`src/rtl/cpu_pkg.sv`:
```
// Shared definitions for the RV32I control path: datapath widths, major
// opcode values, execution-unit indices and the sequencer state encoding.
// No ports; imported by the sequencer and the opcode decoder.
package cpu_pkg;

   localparam int XLEN           = 32;
   localparam int REG_SELECT_LEN = 5;

   // RV32I major opcodes (instruction[6:0])
   localparam logic [6:0] OPC_LUI    = 7'b0110111;
   localparam logic [6:0] OPC_AUIPC  = 7'b0010111;
   localparam logic [6:0] OPC_JAL    = 7'b1101111;
   localparam logic [6:0] OPC_JALR   = 7'b1100111;
   localparam logic [6:0] OPC_BRANCH = 7'b1100011;
   localparam logic [6:0] OPC_LOAD   = 7'b0000011;
   localparam logic [6:0] OPC_STORE  = 7'b0100011;
   localparam logic [6:0] OPC_OP_IMM = 7'b0010011;
   localparam logic [6:0] OPC_OP     = 7'b0110011;

   // Execution-unit indices into unit_enable_n
   localparam int UNIT_LUI    = 0;
   localparam int UNIT_AUIPC  = 1;
   localparam int UNIT_JAL    = 2;
   localparam int UNIT_JALR   = 3;
   localparam int UNIT_BRANCH = 4;
   localparam int UNIT_LOAD   = 5;
   localparam int UNIT_STORE  = 6;
   localparam int UNIT_OP_IMM = 7;
   localparam int UNIT_OP     = 8;
   localparam int UNIT_COUNT  = 9;

   typedef enum logic [2:0] {
      FETCH   = 3'd0,
      DECODE  = 3'd1,
      EXECUTE = 3'd2,
      COMMIT  = 3'd3,
      TRAP    = 3'd4
   } seq_state_t;

   // A PC target is usable only when it is word aligned.
   function automatic logic pc_aligned(input logic [1:0] pc_low);
      return (pc_low == 2'b00);
   endfunction

endpackage

```
`src/rtl/exec_sequencer_opcode_decoder.sv`:
```
// opcode_decoder: purely combinational map from the major opcode to the
// one-hot execution-unit select.
//   opcode      in  7          instruction[6:0]
//   unit_onehot out UNIT_COUNT one bit per execution unit, all zero if unknown
//   valid       out 1          opcode is a supported RV32I major opcode
module opcode_decoder
   import cpu_pkg::*;
(
   input  logic [6:0]            opcode,
   output logic [UNIT_COUNT-1:0] unit_onehot,
   output logic                  valid
);

   // Unit lookup; anything without the 32-bit encoding marker (2'b11) is rejected.
   always_comb begin
      unit_onehot = {UNIT_COUNT{1'b0}};
      if (opcode[1:0] == 2'b11) begin
         case (opcode)
            OPC_LUI:    unit_onehot[UNIT_LUI]    = 1'b1;
            OPC_AUIPC:  unit_onehot[UNIT_AUIPC]  = 1'b1;
            OPC_JAL:    unit_onehot[UNIT_JAL]    = 1'b1;
            OPC_JALR:   unit_onehot[UNIT_JALR]   = 1'b1;
            OPC_BRANCH: unit_onehot[UNIT_BRANCH] = 1'b1;
            OPC_LOAD:   unit_onehot[UNIT_LOAD]   = 1'b1;
            OPC_STORE:  unit_onehot[UNIT_STORE]  = 1'b1;
            OPC_OP_IMM: unit_onehot[UNIT_OP_IMM] = 1'b1;
            OPC_OP:     unit_onehot[UNIT_OP]     = 1'b1;
            default:    unit_onehot = {UNIT_COUNT{1'b0}};
         endcase
      end else begin
         unit_onehot = {UNIT_COUNT{1'b0}};
      end
      valid = |unit_onehot;
   end

endmodule

```
`src/rtl/exec_sequencer.sv`:
```
// exec_sequencer: multi-cycle FETCH/DECODE/EXECUTE/COMMIT control FSM for
// the RV32I core. Owns the architectural PC and the retired-instruction count.
//   clk, reset                  clock, asynchronous active-high reset
//   imem_req/addr/ready/rdata   instruction fetch handshake
//   instruction, program_counter broadcast to all execution units
//   unit_enable_n               one-hot-low unit enable
//   unit_busy                   active unit extends EXECUTE
//   load_new_program_counter,
//   new_program_counter         PC redirect bus from the units
//   output_register             writeback select from the units
//   rf_write_en                 register-file write strobe (COMMIT only)
//   illegal_instr, halted       sticky trap indication
//   instret                     retired-instruction counter
module exec_sequencer #(
   parameter int               XLEN        = 32,
   parameter logic [XLEN-1:0]  RESET_PC    = {XLEN{1'b0}},
   parameter int               EXEC_CYCLES = 2
) (
   input  logic                               clk,
   input  logic                               reset,
   output logic                               imem_req,
   output logic [XLEN-1:0]                    imem_addr,
   input  logic                               imem_ready,
   input  logic [XLEN-1:0]                    imem_rdata,
   output logic [XLEN-1:0]                    instruction,
   output logic [XLEN-1:0]                    program_counter,
   output logic [cpu_pkg::UNIT_COUNT-1:0]     unit_enable_n,
   input  logic                               unit_busy,
   input  logic                               load_new_program_counter,
   input  logic [XLEN-1:0]                    new_program_counter,
   input  logic [cpu_pkg::REG_SELECT_LEN-1:0] output_register,
   output logic                               rf_write_en,
   output logic                               illegal_instr,
   output logic                               halted,
   output logic [63:0]                        instret
);
   import cpu_pkg::*;

   localparam logic [3:0] EXEC_LIMIT = 4'(EXEC_CYCLES);

   seq_state_t            state;
   logic [3:0]            exec_count;
   logic [UNIT_COUNT-1:0] dec_onehot;
   logic                  dec_valid;
   logic                  taken;
   logic [XLEN-1:0]       next_pc;
   logic                  next_pc_ok;

   opcode_decoder u_decoder (
      .opcode      (instruction[6:0]),
      .unit_onehot (dec_onehot),
      .valid       (dec_valid)
   );

   assign imem_addr = program_counter;

   // Commit target: an undriven (Z/X) redirect line counts as not taken.
   always_comb begin
      taken = (load_new_program_counter === 1'b1);
      if (taken) begin
         next_pc = new_program_counter;
      end else begin
         next_pc = program_counter + XLEN'(3'd4);
      end
      next_pc_ok = pc_aligned(next_pc[1:0]);
   end

   // Write strobe is qualified by the alignment check so a trapping commit never writes.
   assign rf_write_en = (state == COMMIT) && next_pc_ok &&
                        (output_register != {REG_SELECT_LEN{1'b0}});

   // Sequencer FSM with registered handshake, enable and status outputs.
   always_ff @(posedge clk or posedge reset) begin
      if (reset) begin
         state           <= FETCH;
         program_counter <= RESET_PC;
         instruction     <= {XLEN{1'b0}};
         unit_enable_n   <= {UNIT_COUNT{1'b1}};
         imem_req        <= 1'b0;
         illegal_instr   <= 1'b0;
         halted          <= 1'b0;
         instret         <= 64'd0;
         exec_count      <= 4'd0;
      end else begin
         case (state)
            FETCH: begin
               // Accept only while the request is visible to memory.
               if (imem_req && imem_ready) begin
                  instruction <= imem_rdata;
                  imem_req    <= 1'b0;
                  state       <= DECODE;
               end else begin
                  imem_req <= 1'b1;
               end
            end
            DECODE: begin
               if (dec_valid) begin
                  unit_enable_n <= ~dec_onehot;
                  exec_count    <= 4'd1;
                  state         <= EXECUTE;
               end else begin
                  illegal_instr <= 1'b1;
                  halted        <= 1'b1;
                  state         <= TRAP;
               end
            end
            EXECUTE: begin
               if ((exec_count >= EXEC_LIMIT) && !unit_busy) begin
                  state <= COMMIT;
               end else if (exec_count != 4'hF) begin
                  exec_count <= exec_count + 4'd1;
               end else begin
                  // Saturate while a slow unit keeps the window open.
                  exec_count <= exec_count;
               end
            end
            COMMIT: begin
               unit_enable_n <= {UNIT_COUNT{1'b1}};
               exec_count    <= 4'd0;
               if (next_pc_ok) begin
                  program_counter <= next_pc;
                  instret         <= instret + 64'd1;
                  imem_req        <= 1'b1;
                  state           <= FETCH;
               end else begin
                  illegal_instr <= 1'b1;
                  halted        <= 1'b1;
                  state         <= TRAP;
               end
            end
            TRAP: begin
               unit_enable_n <= {UNIT_COUNT{1'b1}};
               imem_req      <= 1'b0;
               illegal_instr <= 1'b1;
               halted        <= 1'b1;
               state         <= TRAP;
            end
            default: begin
               // Corrupted state encoding: park safely.
               unit_enable_n <= {UNIT_COUNT{1'b1}};
               imem_req      <= 1'b0;
               illegal_instr <= 1'b1;
               halted        <= 1'b1;
               state         <= TRAP;
            end
         endcase
      end
   end

endmodule

```
`config.mk`:
```
export PLATFORM = sky130hd
export DESIGN_NAME = exec_sequencer
export DESIGN_NICKNAME = d
export VERILOG_FILES = /design/src/rtl/cpu_pkg.sv /design/src/rtl/exec_sequencer_opcode_decoder.sv /design/src/rtl/exec_sequencer.sv
export SDC_FILE = /design/constraint.sdc
export NUM_CORES = 1
export LEC_CHECK = 0
export ABC_CLOCK_PERIOD_IN_PS = 11300
export CORE_UTILIZATION = 25
export DETAILED_ROUTE_END_ITERATION = 10
export GPL_TIMING_DRIVEN = 0
export PLACE_DENSITY_LB_ADDON = 0.25
export SKIP_CTS_REPAIR_TIMING = 1
export SLEW_MARGIN = 20
export SYNTH_ARGS = -nofsm -noshare
export SYNTH_HDL_FRONTEND = slang
export SYNTH_SLANG_ARGS = --single-unit
export TNS_END_PERCENT = 50
```
`constraint.sdc`:
```
create_clock -name clk -period 11.3 [get_ports clk]
set_clock_uncertainty 0.2 [all_clocks]
set_input_delay 2.825 -clock clk [delete_from_list [all_inputs] [get_ports clk]]
set_output_delay 2.825 -clock clk [all_outputs]
set_load 0.02 [all_outputs]
```
==> impl_metrics.tcl <==
set metrics [dict create \
    h-tree-depth 4 \
    syn_nets 780 \
    power_frac_clock 0.355 \
    placed_cells 1333 \
    core_sq_mm 0.02878 \
    place_hpwl_um 16410 \
    cts.root.buffer_cell "clkbuf_16" \
    top_usage_layer "met2" \
    synth_edf_count 0 \
    worst_pin_slew_ps 987.8 \
    fmax_ghz 0.1144 \
    power.leakage_nw 4.504 \
    grt_util_met2 0.2408 \
    num_vias 6434 \
    use_met3 0.03848 \
    rsz0062_at_grt "no" \
    multi_input_area_sq_mm 0.003218 \
    hold_viol 0 \
    pwr-share-seq 0.406 \
    synthCells 702 \
    fin_cells 1366 \
    die_h_um 173.1 \
    grt_max_degree 84 \
    cts_max_path_buffers 2 \
    crit_path_max_fanout 10 \
    rrSetupSlack_ps 8530 \
    routed_wl_um 22670 \
    grt_pass1_wl_um 36830 \
    outcome "complete, no violations" \
    hold_class "reg2reg" \
    ys_warn_count 0 \
    register_area_sq_mm 0.003665 \
    cts_tree "yes" \
    p_switching_w 0.0004661 \
    end_kind "output pin" \
    maxCapViolCount 0 \
    combPwrFrac 0.239 \
    vdd_ir_drop_max_mv 0.09193 \
    worstSkewPairLatency_ps 430 \
    yosysTopAreaCell "dfrtp_1" \
    fin_crit_sh 0.7734 \
    drive_gt1_frac 0.1295 \
    p_per_area_mw_per_mm2 143.8 \
    cts_sinks 146 \
    synth_most_common_cell "dfrtp_1" \
    io_buffers 246 \
    grt_pass1_vias 6378 \
    start_util 0.2544 \
    synth_top_area_share 0.4683 \
    synth.avg_cell_area_sq_um 10.43 \
    arrival_ps 5710 \
    setup_viol 0 \
    cp.required_ps 8280 \
    intPower_w 0.001097 \
    drt-vias-per-instance 4.710 \
    min_period_ps 8740 \
    grt_use_met1 0.2117 \
    grtUsageTotal 0.1549 \
    synthFlopType "dfrtp_1" \
    maxSlewHeadroom 0.3360 \
    dieArea_sq_mm 0.02997 \
    setup_tns_ps 0 \
    fillCellCount 2896 \
    postRouteAntennaNets 0 \
    synthArstFlopShare 1.000 \
    grt-ovfl-total 0 \
    synthTopCellsByCount "dfrtp_1, nand2_1, a21oi_1" \
    drtIter0Drc 375 \
    die_width_um 173.1 \
    pin_count 247 \
    drc_errors 0 \
    rows 62 \
    yosys-top-cells-area "dfrtp_1, mux2_2, xor2_1" \
    sw_frac_of_total 0.2981 \
    drt-pass1-iter-count 4 \
    place_congestion 0.7834 \
    antenna_found_initial 1 \
    fin_nets 1046 \
    crit_type "in2out" \
    slew_viol_final 0 \
    cts.clk_slew.worst_paths_ps 60 \
    critPathLaunchType "input pin" \
    wl_per_cell_um 16.60 \
    synth_area_sq_mm 0.007321 \
    ys_seq_elements 146 \
    cts_made_buffers 17 \
    syn_to_final_growth_pct 48.49 \
    yosysSeqAreaShare 0.5006 \
    synth_cell_type_count 61 \
]
-- kinds of logic after synthesis --
| group | after synthesis | synth area share |
|---|---|---|
| AO/OA/AOI/OAI | 113 | 0.1039 |
| XOR/XNOR | 63 | 0.07537 |
| adder cells (fa/ha/maj) | 4 | 0.006837 |
| buffers and inverters | 80 | 0.05982 |
| flip-flops | 146 | 0.5006 |
| multiplexers | 39 | 0.05879 |
| AND/OR/NAND/NOR | 257 | 0.1947 |
-- stage by stage --
step / total power (W) / util / instance area [sq um] / hold WS, ps / worst slack [ps]
floorplan: 0.0008249 / - / 7321 / 335.8 / 3916
global placement: 0.001017 / 0.3566 / 10260 / 278.4 / 1767
detailed placement: 0.001022 / 0.3578 / 10300 / 285.4 / 2508
CTS: 0.001588 / 0.3776 / 10870 / 295.3 / 2504
global route: 0.001638 / 0.3777 / 10870 / 311.3 / 2321
finish: 0.001563 / 0.3777 / 10870 / 292.0 / 2560
-- worst max-delay path, stage by stage --
cell and delay (ps):
clkdlybuf4s50_1 540, or3b_4 430, a21o_1 210, buf_2 200, buf_1 310, buf_1 370
a21oi_1 200, clkdlybuf4s50_1 630
-- sequential cells by signal, summed over array words and instances, names as in the netlist --
name	cells
instret	64
imem_addr	32
instruction	32
unit_enable_n	9
exec_count	4
state	3
halted	1
imem_req	1
-- worst paths after layout --
| path | from | to | cells past startpoint |
|---|---|---|---|
| max | load_new_program_counter | rf_write_en | 8 |
| min | instret[13]$_DFFE_PP0P_ | instret[13]$_DFFE_PP0P_ | 1 |
| max reg2reg | imem_addr[0]$_DFFE_PP0P_ | imem_addr[12]$_DFFE_PP0P_ | 6 |
| min reg2reg | instret[13]$_DFFE_PP0P_ | instret[13]$_DFFE_PP0P_ | 1 |
| max in group asynchronous | reset | unit_enable_n[7]$_DFFE_PP1P_ | 3 |
| min in group asynchronous | reset | instruction[28]$_DFFE_PP0P_ | 2 |
-- layout by cell type, fill, tap and decap left out, types with 4 or more instances in the layout --
master	n
a21oi_1	35
a221o_1	6
a31oi_1	7
and2_1	7
and3_1	12
and4_1	16
buf_2	5
buf_4	33
clkbuf_1	24
clkbuf_16	17
clkdlybuf4s50_1	246
clkinv_4	5
dfrtp_1	137
dfstp_2	9
ha_1	4
inv_1	14
mux2_2	32
mux2i_1	7
nand2_1	56
nand2b_1	6
nand3_1	30
nand4_1	25
nor2_1	32
nor3_1	28
nor4_1	14
o21ai_0	17
o22a_1	8
o22ai_1	11
or3_1	8
xnor2_1	29
xor2_1	34
-- power groups by stage --
stage          Sequential [W]  Combinational (W)  Clock (W)
3_3_place_gp         0.000644           0.000374          0
4_1_cts              0.000636           0.000377   0.000574
3_5_place_dp         0.000645           0.000376          0
5_1_grt              0.000647           0.000397   0.000594
2_1_floorplan        0.000713           0.000112          0
6_report             0.000635           0.000373   0.000555
-- layer usage --
layer  part of all wire  routed length [um]  vias up
li1                   -                   -     3055
met1               0.48               10830     3141
met2               0.45               10250      217
met3              0.053                1208       21
met4              0.017                 386        0
met5                  0                   0        -
-- cell type report --
class	count	share of cell area
multi-input combinational	476	0.2960
clock inverter	13	0.01163
sequential	146	0.3371
clock buffer	19	0.04075
antenna	1	0.0002302
inverter	16	0.006215
timing repair buffer	247	0.2291
tap	384	0.04420
buffer	64	0.03476
Power figures use the tool's default switching activity.
